==> src/rtl/regfile_rename_pkg.sv <==
// Shared sizing constants for the renaming register file.
package regfile_rename_pkg;

  localparam int unsigned REG_NUM       = 32;
  localparam int unsigned REG_ID_BIT    = 5;
  localparam int unsigned ROB_WIDTH_BIT = 4;

  function automatic logic [5:0] popcount(input logic [REG_NUM-1:0] vec);
    logic [5:0] cnt;
    cnt = '0;
    for (int i = 0; i < REG_NUM; i++) begin
      cnt = cnt + 6'(vec[i]);
    end
    return cnt;
  endfunction

endpackage

==> src/rtl/regfile_read_port.sv <==
// One operand query port: x0 forcing, array read and same-cycle commit bypass.
module regfile_read_port
  import regfile_rename_pkg::*;
(
  input  logic [REG_ID_BIT-1:0]                  rs,
  input  logic [REG_NUM-1:0]                     busy_vec,
  input  logic [REG_NUM-1:0][ROB_WIDTH_BIT-1:0]  tag_vec,
  input  logic [REG_NUM-1:0][31:0]               value_vec,
  input  logic                                   write_en,
  input  logic [REG_ID_BIT-1:0]                  reg_id,
  input  logic [ROB_WIDTH_BIT-1:0]               rob_id,
  input  logic [31:0]                            value_in,
  output logic                                   busy,
  output logic [ROB_WIDTH_BIT-1:0]               tag,
  output logic [31:0]                            value
);

  always_comb begin
    busy  = 1'b0;
    tag   = '0;
    value = '0;
    if (rs != '0) begin
      busy  = busy_vec[rs];
      tag   = tag_vec[rs];
      value = value_vec[rs];
      // The pending producer is committing right now: forward its value.
      if (write_en && (reg_id == rs) && busy_vec[rs] && (tag_vec[rs] == rob_id)) begin
        busy  = 1'b0;
        value = value_in;
      end
    end
  end

endmodule

==> src/rtl/regfile_rename.sv <==
// Architectural register file with per-register ROB rename tags.
module regfile_rename
  import regfile_rename_pkg::*;
(
  input  logic                     clk_in,
  input  logic                     rst_in,
  input  logic                     rdy_in,
  input  logic [REG_ID_BIT-1:0]    rs1,
  input  logic [REG_ID_BIT-1:0]    rs2,
  output logic                     rs1_busy,
  output logic [ROB_WIDTH_BIT-1:0] rs1_tag,
  output logic [31:0]              rs1_value,
  output logic                     rs2_busy,
  output logic [ROB_WIDTH_BIT-1:0] rs2_tag,
  output logic [31:0]              rs2_value,
  input  logic                     rename_en,
  input  logic [REG_ID_BIT-1:0]    rename_rd,
  input  logic [ROB_WIDTH_BIT-1:0] rename_tag,
  input  logic                     write_en,
  input  logic [REG_ID_BIT-1:0]    reg_id,
  input  logic [ROB_WIDTH_BIT-1:0] rob_id,
  input  logic [31:0]              value_in,
  input  logic                     clear_all,
  output logic [5:0]               busy_count
);

  logic [REG_NUM-1:0]                    busy_q, busy_d;
  logic [REG_NUM-1:0][ROB_WIDTH_BIT-1:0] tag_q, tag_d;
  logic [REG_NUM-1:0][31:0]              value_q, value_d;
  logic [5:0]                            busy_count_q;

  always_comb begin
    busy_d  = busy_q;
    tag_d   = tag_q;
    value_d = value_q;
    if (write_en && (reg_id != '0)) begin
      value_d[reg_id] = value_in;
      if (tag_q[reg_id] == rob_id) begin
        busy_d[reg_id] = 1'b0;
      end
    end
    // Rename is applied after commit so it wins on the same register.
    if (clear_all) begin
      busy_d = '0;
    end else if (rename_en && (rename_rd != '0)) begin
      busy_d[rename_rd] = 1'b1;
      tag_d[rename_rd]  = rename_tag;
    end
    busy_d[0] = 1'b0;
  end

  always_ff @(posedge clk_in) begin
    if (rst_in) begin
      busy_q       <= '0;
      tag_q        <= '0;
      value_q      <= '0;
      busy_count_q <= '0;
    end else if (rdy_in) begin
      busy_q       <= busy_d;
      tag_q        <= tag_d;
      value_q      <= value_d;
      busy_count_q <= popcount(busy_d);
    end
  end

  assign busy_count = busy_count_q;

  regfile_read_port u_port1 (
    .rs        (rs1),
    .busy_vec  (busy_q),
    .tag_vec   (tag_q),
    .value_vec (value_q),
    .write_en  (write_en),
    .reg_id    (reg_id),
    .rob_id    (rob_id),
    .value_in  (value_in),
    .busy      (rs1_busy),
    .tag       (rs1_tag),
    .value     (rs1_value)
  );

  regfile_read_port u_port2 (
    .rs        (rs2),
    .busy_vec  (busy_q),
    .tag_vec   (tag_q),
    .value_vec (value_q),
    .write_en  (write_en),
    .reg_id    (reg_id),
    .rob_id    (rob_id),
    .value_in  (value_in),
    .busy      (rs2_busy),
    .tag       (rs2_tag),
    .value     (rs2_value)
  );

endmodule

==> config.mk <==
export PLATFORM = sky130hd
export DESIGN_NAME = regfile_rename
export DESIGN_NICKNAME = d
export VERILOG_FILES = /design/src/rtl/regfile_rename_pkg.sv /design/src/rtl/regfile_read_port.sv /design/src/rtl/regfile_rename.sv
export SDC_FILE = /design/constraint.sdc
export NUM_CORES = 2
export LEC_CHECK = 0
export CORE_UTILIZATION = 40
export DETAILED_ROUTE_END_ITERATION = 8
export PLACE_DENSITY_LB_ADDON = 0.12
export SYNTH_ARGS = -nofsm -noshare
export SYNTH_HDL_FRONTEND = slang
export SYNTH_SLANG_ARGS = --single-unit
export TNS_END_PERCENT = 5
==> constraint.sdc <==
create_clock -name clk_in -period 12.5 [get_ports clk_in]
set_clock_uncertainty 0.2 [all_clocks]
set_input_delay 2.5 -clock clk_in [delete_from_list [all_inputs] [get_ports clk_in]]
set_output_delay 2.5 -clock clk_in [all_outputs]
set_load 0.05 [all_outputs]
==> metrics.txt <==
# TYPE chip_impl_metric gauge
chip_impl_info{name="cp-endpoint",value="rs2_value[30]"} 1
chip_impl_metric{name="worst_path_required_time",unit="ns"} 9.80
chip_impl_metric{name="drt_pass1_iterations",unit=""} 6
chip_impl_metric{name="layout.nets",unit=""} 6733
chip_impl_metric{name="gp_congestion",unit=""} 0.913
chip_impl_metric{name="worstMarginPinSlew",unit="ns"} 1.54
chip_impl_metric{name="post-synth-top-area-fraction",unit=""} 0.373
chip_impl_metric{name="route.detailed.vias_per_inst",unit=""} 6.35
chip_impl_metric{name="number_of_antenna_violations_at_the_first_check_in_global_routing",unit=""} 9
chip_impl_metric{name="rr_worst_depth",unit=""} 24
chip_impl_metric{name="finalSetupViolations",unit=""} 0
chip_impl_metric{name="top_level_ports",unit=""} 146
chip_impl_info{name="synthMostInstantiatedCell",value="nand2_1"} 1
chip_impl_metric{name="post_route_cells_drive_above_1_share",unit=""} 0.182
chip_impl_metric{name="timing_hold_violations_final",unit=""} 0
chip_impl_info{name="outcome",value="finished, violations left"} 1
chip_impl_metric{name="maximum_vdd_ir_drop",unit="uV"} 156
chip_impl_info{name="worstReg2RegEnd",value="busy_count[4]$_SDFFE_PP0P_"} 1
chip_impl_metric{name="layout_setup_ws",unit="ns"} 1.67
chip_impl_info{name="tritoncts",value="built"} 1
chip_impl_metric{name="crit_fanout",unit=""} 61
chip_impl_metric{name="design_area",unit="sq mm"} 0.0716
chip_impl_metric{name="dpl_cell_area",unit="sq mm"} 0.0666
chip_impl_metric{name="avgRoutedWirePerCell",unit="um"} 31.2
chip_impl_metric{name="netlist_area",unit="sq mm"} 0.0637
chip_impl_info{name="grt_setup_unrepaired",value="no"} 1
chip_impl_metric{name="drc",unit=""} 0
chip_impl_metric{name="die_width",unit="um"} 401
chip_impl_metric{name="clock_buffers_created_by_tritoncts",unit=""} 141
chip_impl_metric{name="async_reset_ff_frac",unit=""} 0
chip_impl_metric{name="setup_total_negative_slack",unit="ns"} 0
chip_impl_info{name="worstSetupPathType",value="primary input to output pin"} 1
chip_impl_metric{name="synth.avg_cell_area",unit="sq um"} 9.22
chip_impl_info{name="synth.area.top_cells",value="dfxtp_1, mux4_2, nand2_1, a21oi_1, mux2i_1"} 1
chip_impl_metric{name="htreeDepth",unit=""} 4
chip_impl_metric{name="ctsHoldBuffers",unit=""} 0
chip_impl_metric{name="cts.sink_count",unit=""} 1189
chip_impl_metric{name="placed_cells",unit=""} 8566
chip_impl_metric{name="fp-row-count",unit=""} 146
chip_impl_metric{name="post_cts_resize_count",unit=""} 0
chip_impl_metric{name="ant_nets",unit=""} 0
chip_impl_metric{name="timing.fmax",unit="MHz"} 92.3
chip_impl_metric{name="final-instance-count-excl-fill",unit=""} 8825
chip_impl_info{name="timing.hold.worst.class",value="flop to flop"} 1
chip_impl_metric{name="synth_nets",unit=""} 7010
chip_impl_metric{name="insertion_delay",unit="ns"} 0.81
chip_impl_metric{name="dp.final_hpwl",unit="um"} 156000
chip_impl_metric{name="critical_path_arrival",unit="ns"} 8.13
chip_impl_metric{name="area_growth_syn_to_layout",unit="%"} 12.3
chip_impl_metric{name="fin_crit",unit="ns"} 10.83
chip_impl_metric{name="powerDensity",unit="mW/mm^2"} 124
chip_impl_metric{name="setup.reg_to_reg.worst_slack",unit="ns"} 4.72
chip_impl_metric{name="iteration_0_drc_count_of_the_detailed_router",unit=""} 7535
chip_impl_info{name="timing.critical_path.from",value="rs2[0]"} 1
chip_impl_metric{name="max-cap-violations",unit=""} 1
chip_impl_info{name="synth_top_cells_by_count",value="nand2_1, dfxtp_1, a21oi_1"} 1
chip_impl_info{name="ys_dominant_reg_cell",value="dfxtp_1"} 1
chip_impl_metric{name="maximum_number_of_pins_on_one_net_before_global_route_repair",unit=""} 225
chip_impl_metric{name="detail_route.wirelength",unit="um"} 275000
chip_impl_metric{name="netlist-cell-type-count",unit=""} 64
chip_impl_metric{name="grt_pass1_vias",unit=""} 52690
chip_impl_info{name="failed_checks",value="capacitance limit, slew limit"} 1
chip_impl_metric{name="ys_seq_area_frac",unit=""} 0.373
chip_impl_metric{name="clk_path_buf_depth",unit=""} 3
chip_impl_metric{name="number_of_buffers_inserted_to_repair_setup_after_cts",unit=""} 0
chip_impl_info{name="synth_largest_area_cell",value="dfxtp_1"} 1
chip_impl_info{name="cp-end-kind",value="output pin"} 1
chip_impl_metric{name="place_worst_setup_slack",unit="ns"} 1.33
chip_impl_metric{name="postSynthCellCount",unit=""} 6914
chip_impl_info{name="rr_startpoint",value="tag_q[112]$_SDFFE_PP0P_"} 1
chip_impl_info{name="start_kind",value="primary input"} 1
chip_impl_metric{name="numPortBuffers",unit=""} 145
chip_impl_metric{name="global_route.usage.total",unit=""} 0.334
chip_impl_metric{name="synth_edf_count",unit=""} 0
chip_impl_info{name="clock-root-buffer",value="clkbuf_16"} 1
chip_impl_metric{name="floorplan.die.height",unit="um"} 401
chip_impl_metric{name="timing.slew.headroom",unit=""} -0.0419
chip_impl_metric{name="global_route.overflow_total",unit=""} 0
chip_impl_metric{name="floorplan.die_area",unit="sq mm"} 0.161
chip_impl_metric{name="initial_utilization",unit=""} 0.403
chip_impl_metric{name="yosys_warnings",unit=""} 0
chip_impl_metric{name="vias",unit=""} 56074
chip_impl_metric{name="min_period_over_period",unit=""} 0.867
chip_impl_metric{name="clkTransAtPathRegs",unit="ns"} 0.06
chip_impl_metric{name="core_region_area",unit="sq mm"} 0.158
chip_impl_metric{name="grt_first_pass_wirelength",unit="um"} 392000
chip_impl_metric{name="postSynthRegisterBits",unit=""} 1189
chip_impl_metric{name="cellLeakagePower",unit="nW"} 23.2
chip_impl_metric{name="report.final.slew_viol_count",unit=""} 2
where the power goes:
part	leakage, nW	internal, mW	switching (mW)
sequential	9.58	3.80	0.0119
clock	2.40	2.56	1.83
combinational	11.2	0.199	0.490
total	23.2	6.56	2.33
registers in the layout (all words and copies together) (netlist names):
register,flops
busy_q,31
tag_q,128
value_q,1024
busy_count,6
worst min path at each step:
stage / from / to / slack (ns) / cells past startpoint
global route: value_q[213]$_SDFFE_PP0P_ / value_q[213]$_SDFFE_PP0P_ / 0.28 / 2
CTS: value_q[453]$_SDFFE_PP0P_ / value_q[453]$_SDFFE_PP0P_ / 0.26 / 2
global placement: value_q[48]$_SDFFE_PP0P_ / value_q[48]$_SDFFE_PP0P_ / 0.25 / 2
floorplan: value_q[192]$_SDFFE_PP0P_ / value_q[192]$_SDFFE_PP0P_ / 0.24 / 2
finish: value_q[323]$_SDFFE_PP0P_ / value_q[323]$_SDFFE_PP0P_ / 0.26 / 2
detailed placement: value_q[453]$_SDFFE_PP0P_ / value_q[453]$_SDFFE_PP0P_ / 0.25 / 2
layout by cell type (no fill, tap or decap), types with 13 or more instances in the layout:
cell type        instances
nand2_2                 34
a21o_1                  17
fa_1                    23
dfxtp_1               1189
buf_4                  177
o41ai_1                 49
nor2b_1                 54
o211ai_1                14
clkdlybuf4s50_1        130
nand3_1                 78
nand2_1               2149
o31ai_1                 27
inv_1                   36
nand2b_1                23
mux2i_1                222
o311ai_0                21
mux4_2                 707
o22ai_1                 46
nor2_4                  31
clkbuf_1                33
clkbuf_16              141
nor2_1                 117
a22oi_1                 30
a21oi_1               1120
clkinv_2                13
clkbuf_8                36
mux2_2                  16
per-layer routing:
layer,track usage,part of all wire,up-vias
met4,0.159,0.050,10
met1,0.440,0.39,28189
met2,0.524,0.46,3235
met5,0.00178,0.00023,-
li1,-,-,23946
met3,0.0724,0.10,694
cells by family (layout without fill, tap and decap cells):
kind of cell	Yosys count	in the layout	synth area share
AND/OR/NAND/NOR	2579	2579	0.161
multiplexers	945	945	0.288
XOR/XNOR	25	25	0.00344
AO/OA/AOI/OAI	1368	1368	0.118
adder cells (fa/ha/maj)	30	30	0.00860
other	0	7	0
flip-flops	1189	1189	0.373
buffers and inverters	778	610	0.0479
through the flow:
stage	total power, mW	utilization	hold slack (ns)
3_3_place_gp	4.58	0.421	0.248
4_1_cts	8.92	0.452	0.262
2_1_floorplan	4.34	-	0.243
6_report	8.89	0.452	0.264
3_5_place_dp	4.58	0.421	0.254
5_1_grt	9.11	0.452	0.276
worst max-delay path, cell delays in order:
cell and delay [ns]:
buf_8 0.48, mux4_2 0.59, mux2_2 0.28, and3_1 0.19
a211oi_2 0.39, xnor2_1 0.10, or3_1 0.40, buf_4 0.26
or3_2 0.99, a21oi_1 0.87, clkdlybuf4s50_1 0.96
cell type report:
| type | instances | area (sq um) |
|---|---|---|
| inverters | 37 | 139 |
| diodes | 7 | 17.5 |
| clock buffers | 210 | 4150 |
| well taps | 2072 | 2590 |
| repair buffers | 321 | 2810 |
| clock inverters | 42 | 769 |
| fillers | 15137 | 86600 |
| flip-flops and latches | 1189 | 23800 |
| multi-input cells | 4947 | 37300 |
Power figures use the tool's default switching activity.
